`src/rtl/gin_pkg.sv`:
```
// Shared definitions for the GIN packet sequencer.
// Contents:
//   - state_t          : sequencer FSM states
//   - PE_RESET_ACTIVE  : level that clears the PE accumulators (active-low)
//   - LOAD_ADDR_W      : host load address width
//   - pkt_width()      : packet width {row_tag, col_tag, data}
//   - diag_len()       : ifmap diagonal length / ifmap packets per pass
//   - cnt_width()      : counter width for a modulo-n counter (minimum 1 bit)
package gin_pkg;

  typedef enum logic [2:0] {
    ST_IDLE   = 3'd0,
    ST_CLEAR  = 3'd1,
    ST_GAP    = 3'd2,
    ST_STREAM = 3'd3,
    ST_DRAIN  = 3'd4,
    ST_DONE   = 3'd5
  } state_t;

  localparam logic        PE_RESET_ACTIVE = 1'b0;
  localparam int unsigned LOAD_ADDR_W     = 8;

  function automatic int unsigned pkt_width(input int unsigned bitwidth,
                                            input int unsigned tag_length);
    return 2 * tag_length + bitwidth;
  endfunction

  function automatic int unsigned diag_len(input int unsigned pe_y,
                                           input int unsigned pe_x);
    return pe_y + pe_x - 1;
  endfunction

  function automatic int unsigned cnt_width(input int unsigned n);
    return (n > 1) ? $clog2(n) : 1;
  endfunction

endpackage

```
`src/rtl/gin_tile_buffer.sv`:
```
// Operand tile buffer: one synchronous write port, one asynchronous read port.
// Writes and reads with an address >= DEPTH are ignored / return 0.
// Ports:
//   clk, rst  : clock, asynchronous active-high reset (clears all entries)
//   we        : write enable
//   waddr     : write address (AW bits)
//   wdata     : write data (WIDTH bits)
//   raddr     : read address (AW bits)
//   rdata     : read data, combinational
module gin_tile_buffer
  import gin_pkg::*;
#(
  parameter int unsigned DEPTH = 9,
  parameter int unsigned WIDTH = 16,
  parameter int unsigned AW    = 8
) (
  input  logic             clk,
  input  logic             rst,
  input  logic             we,
  input  logic [AW-1:0]    waddr,
  input  logic [WIDTH-1:0] wdata,
  input  logic [AW-1:0]    raddr,
  output logic [WIDTH-1:0] rdata
);

  localparam int unsigned IDX_W = cnt_width(DEPTH);

  logic [WIDTH-1:0] r_mem [DEPTH];
  logic             w_wr_hit;
  logic             w_rd_hit;

  assign w_wr_hit = we && (waddr < AW'(DEPTH));
  assign w_rd_hit = (raddr < AW'(DEPTH));

  always_ff @(posedge clk or posedge rst) begin
    if (rst) begin
      for (int unsigned i = 0; i < DEPTH; i++) r_mem[i] <= '0;
    end else if (w_wr_hit) begin
      r_mem[waddr[IDX_W-1:0]] <= wdata;
    end
  end

  assign rdata = w_rd_hit ? r_mem[raddr[IDX_W-1:0]] : '0;

endmodule

```
`src/rtl/gin_packet_sequencer.sv`:
```
// Upstream feeder for ml_accelerator: holds one filter tile and one ifmap
// diagonal tile written by the host and replays them as tagged GIN packets
// {row_tag, col_tag, data}, with the PE clear / enable / ofmap timing.
// Ports:
//   clk, rst            : clock, asynchronous active-high reset
//   load_en/sel/addr/data: host write (sel 0 = filter, 1 = ifmap), only when load_ready
//   load_ready          : 1 when idle
//   start               : one-cycle job request, ignored unless idle
//   busy                : 1 while a job runs
//   data_packet_ifmap   : {0, d, ifmap[d][p]}
//   data_packet_filter  : {0, p, filter[r][p]}
//   gin_enable_ifmap/filter : packet valids
//   pe_reset            : active-low PE accumulator clear
//   ofmap_valid         : one-cycle strobe, ofmap row is final
module gin_packet_sequencer
  import gin_pkg::*;
#(
  parameter int unsigned BITWIDTH     = 16,
  parameter int unsigned TAG_LENGTH   = 4,
  parameter int unsigned PE_Y_SIZE    = 3,
  parameter int unsigned PE_X_SIZE    = 3,
  parameter int unsigned FILT_W       = 3,
  parameter int unsigned DRAIN_CYCLES = 5
) (
  input  logic                                        clk,
  input  logic                                        rst,
  input  logic                                        load_en,
  input  logic                                        load_sel,
  input  logic [LOAD_ADDR_W-1:0]                      load_addr,
  input  logic [BITWIDTH-1:0]                         load_data,
  output logic                                        load_ready,
  input  logic                                        start,
  output logic                                        busy,
  output logic [pkt_width(BITWIDTH, TAG_LENGTH)-1:0]  data_packet_ifmap,
  output logic [pkt_width(BITWIDTH, TAG_LENGTH)-1:0]  data_packet_filter,
  output logic                                        gin_enable_ifmap,
  output logic                                        gin_enable_filter,
  output logic                                        pe_reset,
  output logic                                        ofmap_valid
);

  localparam int unsigned DIAG = diag_len(PE_Y_SIZE, PE_X_SIZE);
  localparam int unsigned PKT  = pkt_width(BITWIDTH, TAG_LENGTH);
  localparam int unsigned KW   = cnt_width(DIAG);
  localparam int unsigned PW   = cnt_width(FILT_W);
  localparam int unsigned DW   = cnt_width(DRAIN_CYCLES);
  localparam logic [TAG_LENGTH-1:0] ROW_TAG = '0;

  state_t                  r_state;
  logic [KW-1:0]           r_k;
  logic [PW-1:0]           r_p;
  logic [DW-1:0]           r_dcnt;
  logic                    r_load_ready;
  logic                    r_busy;
  logic                    r_pe_reset;
  logic                    r_en_ifmap;
  logic                    r_en_filter;
  logic [PKT-1:0]          r_pkt_ifmap;
  logic [PKT-1:0]          r_pkt_filter;
  logic                    r_ofmap_valid;

  logic                    w_load_we;
  logic [LOAD_ADDR_W-1:0]  w_rd_addr;
  logic [BITWIDTH-1:0]     w_ifmap_data;
  logic [BITWIDTH-1:0]     w_filter_data;
  logic                    w_filter_en;
  logic                    w_k_last;
  logic                    w_p_last;
  logic                    w_stream_done;

  assign w_load_we = load_en && r_load_ready;

  // Both tiles share the {row|diag}*FILT_W + pass address layout.
  assign w_rd_addr = LOAD_ADDR_W'(r_k) * LOAD_ADDR_W'(FILT_W) + LOAD_ADDR_W'(r_p);

  gin_tile_buffer #(
    .DEPTH (PE_Y_SIZE * FILT_W),
    .WIDTH (BITWIDTH),
    .AW    (LOAD_ADDR_W)
  ) u_filter_buf (
    .clk   (clk),
    .rst   (rst),
    .we    (w_load_we && !load_sel),
    .waddr (load_addr),
    .wdata (load_data),
    .raddr (w_rd_addr),
    .rdata (w_filter_data)
  );

  gin_tile_buffer #(
    .DEPTH (DIAG * FILT_W),
    .WIDTH (BITWIDTH),
    .AW    (LOAD_ADDR_W)
  ) u_ifmap_buf (
    .clk   (clk),
    .rst   (rst),
    .we    (w_load_we && load_sel),
    .waddr (load_addr),
    .wdata (load_data),
    .raddr (w_rd_addr),
    .rdata (w_ifmap_data)
  );

  assign w_filter_en = (32'(r_k) < PE_Y_SIZE);
  assign w_k_last    = (r_k == KW'(DIAG - 1));
  assign w_p_last    = (r_p == PW'(FILT_W - 1));
  // r_k/r_p point at the next beat to emit; back at (0,0) inside STREAM means
  // the last beat of the last pass is already on the outputs.
  assign w_stream_done = (r_state == ST_STREAM) && (r_k == '0) && (r_p == '0);

  always_ff @(posedge clk or posedge rst) begin
    if (rst) begin
      r_state       <= ST_IDLE;
      r_k           <= '0;
      r_p           <= '0;
      r_dcnt        <= '0;
      r_load_ready  <= 1'b1;
      r_busy        <= 1'b0;
      r_pe_reset    <= ~PE_RESET_ACTIVE;
      r_en_ifmap    <= 1'b0;
      r_en_filter   <= 1'b0;
      r_pkt_ifmap   <= '0;
      r_pkt_filter  <= '0;
      r_ofmap_valid <= 1'b0;
    end else begin
      case (r_state)
        ST_IDLE: begin
          if (start) begin
            r_state      <= ST_CLEAR;
            r_busy       <= 1'b1;
            r_load_ready <= 1'b0;
            r_pe_reset   <= PE_RESET_ACTIVE;
            r_k          <= '0;
            r_p          <= '0;
          end
        end
        ST_CLEAR: begin
          r_state    <= ST_GAP;
          r_pe_reset <= ~PE_RESET_ACTIVE;
        end
        ST_GAP, ST_STREAM: begin
          if (w_stream_done) begin
            r_state      <= ST_DRAIN;
            r_en_ifmap   <= 1'b0;
            r_en_filter  <= 1'b0;
            r_pkt_ifmap  <= '0;
            r_pkt_filter <= '0;
            r_dcnt       <= '0;
          end else begin
            r_state      <= ST_STREAM;
            r_en_ifmap   <= 1'b1;
            r_pkt_ifmap  <= {ROW_TAG, TAG_LENGTH'(r_k), w_ifmap_data};
            r_en_filter  <= w_filter_en;
            r_pkt_filter <= w_filter_en ? {ROW_TAG, TAG_LENGTH'(r_p), w_filter_data} : '0;
            if (w_k_last) begin
              r_k <= '0;
              r_p <= w_p_last ? '0 : r_p + PW'(1);
            end else begin
              r_k <= r_k + KW'(1);
            end
          end
        end
        ST_DRAIN: begin
          if (r_dcnt == DW'(DRAIN_CYCLES - 1)) begin
            r_state       <= ST_DONE;
            r_ofmap_valid <= 1'b1;
          end else begin
            r_dcnt <= r_dcnt + DW'(1);
          end
        end
        ST_DONE: begin
          r_state       <= ST_IDLE;
          r_ofmap_valid <= 1'b0;
          r_busy        <= 1'b0;
          r_load_ready  <= 1'b1;
        end
        default: r_state <= ST_IDLE;
      endcase
    end
  end

  assign load_ready         = r_load_ready;
  assign busy               = r_busy;
  assign pe_reset           = r_pe_reset;
  assign gin_enable_ifmap   = r_en_ifmap;
  assign gin_enable_filter  = r_en_filter;
  assign data_packet_ifmap  = r_pkt_ifmap;
  assign data_packet_filter = r_pkt_filter;
  assign ofmap_valid        = r_ofmap_valid;

endmodule

```
`config.mk`:
```
export PLATFORM = sky130hd
export DESIGN_NAME = gin_packet_sequencer
export DESIGN_NICKNAME = d
export VERILOG_FILES = /design/src/rtl/gin_pkg.sv /design/src/rtl/gin_tile_buffer.sv /design/src/rtl/gin_packet_sequencer.sv
export SDC_FILE = /design/constraint.sdc
export NUM_CORES = 1
export LEC_CHECK = 0
export CAP_MARGIN = 20
export CELL_PAD_IN_SITES_DETAIL_PLACEMENT = 1
export CELL_PAD_IN_SITES_GLOBAL_PLACEMENT = 2
export CORE_MARGIN = 10
export CORE_UTILIZATION = 40
export CTS_BUF_LIST = sky130_fd_sc_hd__clkbuf_16
export DETAILED_ROUTE_END_ITERATION = 10
export GPL_TIMING_DRIVEN = 0
export PLACE_DENSITY_LB_ADDON = 0.1
export SETUP_SLACK_MARGIN = 0.15
export SYNTH_ARGS = -nofsm -noshare
export SYNTH_HDL_FRONTEND = slang
export SYNTH_SLANG_ARGS = --single-unit
```
`constraint.sdc`:
```
create_clock -name clk -period 26.4 [get_ports clk]
set_clock_uncertainty 0.15 [all_clocks]
set_input_delay 6.6 -clock clk [delete_from_list [all_inputs] [get_ports clk]]
set_output_delay 6.6 -clock clk [all_outputs]
set_load 0.02 [all_outputs]
```
==> impl_metrics.yaml <==
outcome:
  status: "complete, no violations"
clock_network:
  cts.htree.levels: 2
  clkLatencyLatePin_ns: 0.60
  clock-sinks: 438
  postCtsHoldBufs: 0
  post_cts_buffers: 0
  cts_tree: "yes"
  clockBufferDepth: 3
  clkSlewWorstSetupHoldPaths_ns: 0.06
  cts_resized: 0
  cts_buffers: 50
  clock-root-buffer: "clkbuf_16"
setup_path:
  worstPathRequired_ns: 26.72
  cp_slowest_stage_delay_ns: 0.74
  cp_cell_sequence: "clkdlybuf4s50_1 -> and4bb_2 -> nand4_4 -> nor2_1 -> buf_2 -> mux2_2"
  start_kind: "primary input"
  criticalPathCategory: "in -> reg"
  cp_slowest_cell: "nor2_1"
  path_max_fanout: 10
  cp-end-kind: "flop"
  worst_ep_arrival_time_ns: 9.15
power:
  clkPwrFrac_pct: 28.4
  internal_power_mw: 1.37
  seq_power_share_pct: 32.7
  vdd_drop_max_mv: 0.0611
  power_density_mw_per_mm2: 97.6
  switchingPower_mw: 0.905
  finalPower_mw: 2.27
  power.leakage_nw: 11.2
  combPwrFrac_pct: 38.9
  switching_share_pct: 39.8
die:
  rows: 82
  die_area_mm2: 0.0597
  die_y_um: 244
  die_w_um: 244
  design.core.area_mm2: 0.0500
  initial_core_util_pct: 40.3
  ios: 83
global_route:
  grtUsageMet1_pct: 26.2
  overflow: 0
  grtUsageMet2_pct: 32.6
  grt_util_all_layers_pct: 19.5
  grt_pass1_wl_mm: 88.5
  antenna_found_initial: 2
  met3_usage_pct: 3.16
  busiest_layer: "met2"
  grt_max_degree: 129
  grt_pass1_vias: 13755
sta:
  fmax_mhz: 113
  min_period_ns: 8.83
  finalCritPeriodShare_pct: 33.4
  tns_ns: 0
  setup_ws_ns: 17.57
  setup_violations: 0
  rsz0062_at_grt: "false"
  worst_slew_pin_slew_ns: 1.14
  hold_viol: 0
  slew_violations: 0
  hold_slack_ns: 0.329
  slew_headroom_pct: 24.1
synth:
  synth_warnings: 0
  yosysMostFrequentCell: "dfrtp_1"
  synth.yosys.seq_area_share_pct: 54.5
  netlist_area_mm2: 0.0201
  netlist_instances: 1465
  synth-seq-cells: 438
  synth_edf_count: 0
  synth_top_area_share_pct: 54.2
  synth.area.top_cells: "dfrtp_1, mux2_2, mux2i_1"
  synth_top_area_cell: "dfrtp_1"
  synth_ff_type: "dfrtp_1"
  synth.distinct_cells: 53
  synth_commonest_cells: "dfrtp_1, mux2_2, mux2i_1"
  syn_area_per_cell_um2: 13.7
  async_flop_share_pct: 100
place:
  gp_congestion: 0.762
  portBuffers: 68
  placed_cells: 2219
  post-place-ws_ns: 16.97
  hpwl_mm: 41.3
  placed_area_mm2: 0.0218
routing:
  via_per_inst: 5.41
  wl_mm: 58.1
  drc: 0
  initialDrtViolationCount: 660
  firstDrtPassIters: 7
  drtAntennaViolNets: 0
  wl_per_cell_um: 25.1
  vias: 12497
finish:
  final_nets: 1640
  drive_above_1_share_pct: 34.4
  finish.utilization_pct: 46.6
  stdcell_count: 2311
  area_growth_syn_to_layout_pct: 15.7
  antenna_cells: 0
  fin_area_mm2: 0.0233
min_path:
  worstHoldPathType: "reg -> reg"
flow_run:
  drv_cap: 0
[cell type report]
class,count,area [um2]
clock inverter,39,180
timing repair buffer,72,771
clock buffer,53,1330
buffer,132,658
tap,672,841
multi-input combinational,881,8440
sequential,438,11000
inverter,24,97.6
fill,5089,26700
[flip-flops by register name (all words and copies together) (netlist names)]
| register | count |
|---|---|
| r_k | 3 |
| r_state | 3 |
| data_packet_filter | 18 |
| gin_enable_filter | 1 |
| r_p | 2 |
| pe_reset | 1 |
| gin_enable_ifmap | 1 |
| u_filter_buf.r_mem | 144 |
| data_packet_ifmap | 19 |
| load_ready | 1 |
| u_ifmap_buf.r_mem | 240 |
| ofmap_valid | 1 |
| busy | 1 |
| r_dcnt | 3 |
[power by group through the flow]
stage | clock network (mW) | logic [mW] | registers [mW]
after CTS | 0.664 | 0.898 | 0.745
final | 0.645 | 0.884 | 0.744
after detailed placement | 0 | 0.895 | 0.757
after global placement | 0 | 0.887 | 0.757
after global routing | 0.698 | 0.952 | 0.749
after floorplan | 0 | 0.500 | 0.781
[path summary, 6_finish.rpt]
| kind | cells past startpoint | to | startpoint | slack [ns] |
|---|---|---|---|---|
| max in group asynchronous | 4 | u_ifmap_buf.r_mem[55] | rst | 18.14 |
| min in group asynchronous | 2 | u_filter_buf.r_mem[87] | rst | 6.37 |
| min reg2reg | 2 | data_packet_ifmap[6] | data_packet_ifmap[6] | 0.33 |
| max | 6 | u_ifmap_buf.r_mem[55] | load_addr[6] | 17.57 |
| min | 2 | data_packet_ifmap[6] | data_packet_ifmap[6] | 0.33 |
| max reg2reg | 9 | data_packet_ifmap[2] | r_k[0] | 22.05 |
[cell usage in the layout, fill, tap and decap left out, types with 4 or more instances in the layout]
cell type        count
ha_1                10
o31ai_1             34
dfrtp_1            436
a211oi_1            16
a22o_1               4
mux4_2              30
o221ai_1            15
buf_4               24
nand3_1              6
clkinv_1            15
clkbuf_16           53
buf_2               37
nand2_1             47
nand2_2              4
nor2b_1             22
nand3b_1             4
clkdlybuf4s50_1     68
inv_1               40
o22ai_1             34
nand2b_1             7
a21oi_1             23
o21ai_0              6
clkbuf_1            65
a22oi_1             16
nor2_1              29
clkinv_2             6
mux2_2             385
mux2i_1            119
a21o_1               4
nor3_1              19
conb_1              11
buf_6                4
nor2_2               4
[metal layers]
metal | vias up | part of all wire, % | wire, um
met4 | 2 | 2.0 | 1150
met5 | - | 0.012 | 7
li1 | 5593 | - | -
met3 | 70 | 2.7 | 1580
met2 | 131 | 48 | 28100
met1 | 6701 | 47 | 27200
[worst max-delay path, delay by kind of cell]
family	cells	cell delay, ns
muxes	1	0.38
buffers and inverters	2	0.87
and+or+nand+nor	3	1.29
[cell families after synthesis]
family                     Yosys count  share of synthesized area (%)
xor gates and xnor gates             3                          0.131
adders and majority gates           12                          0.821
other                                1                         0.0186
AOI/OAI and AO/OA                  157                           5.44
muxes                              534                           30.8
buffers and inverters              156                           3.72
and+or+nand+nor                    164                           4.53
DFF                                438                           54.5
Note: power is estimated with default switching activity, not from simulation.
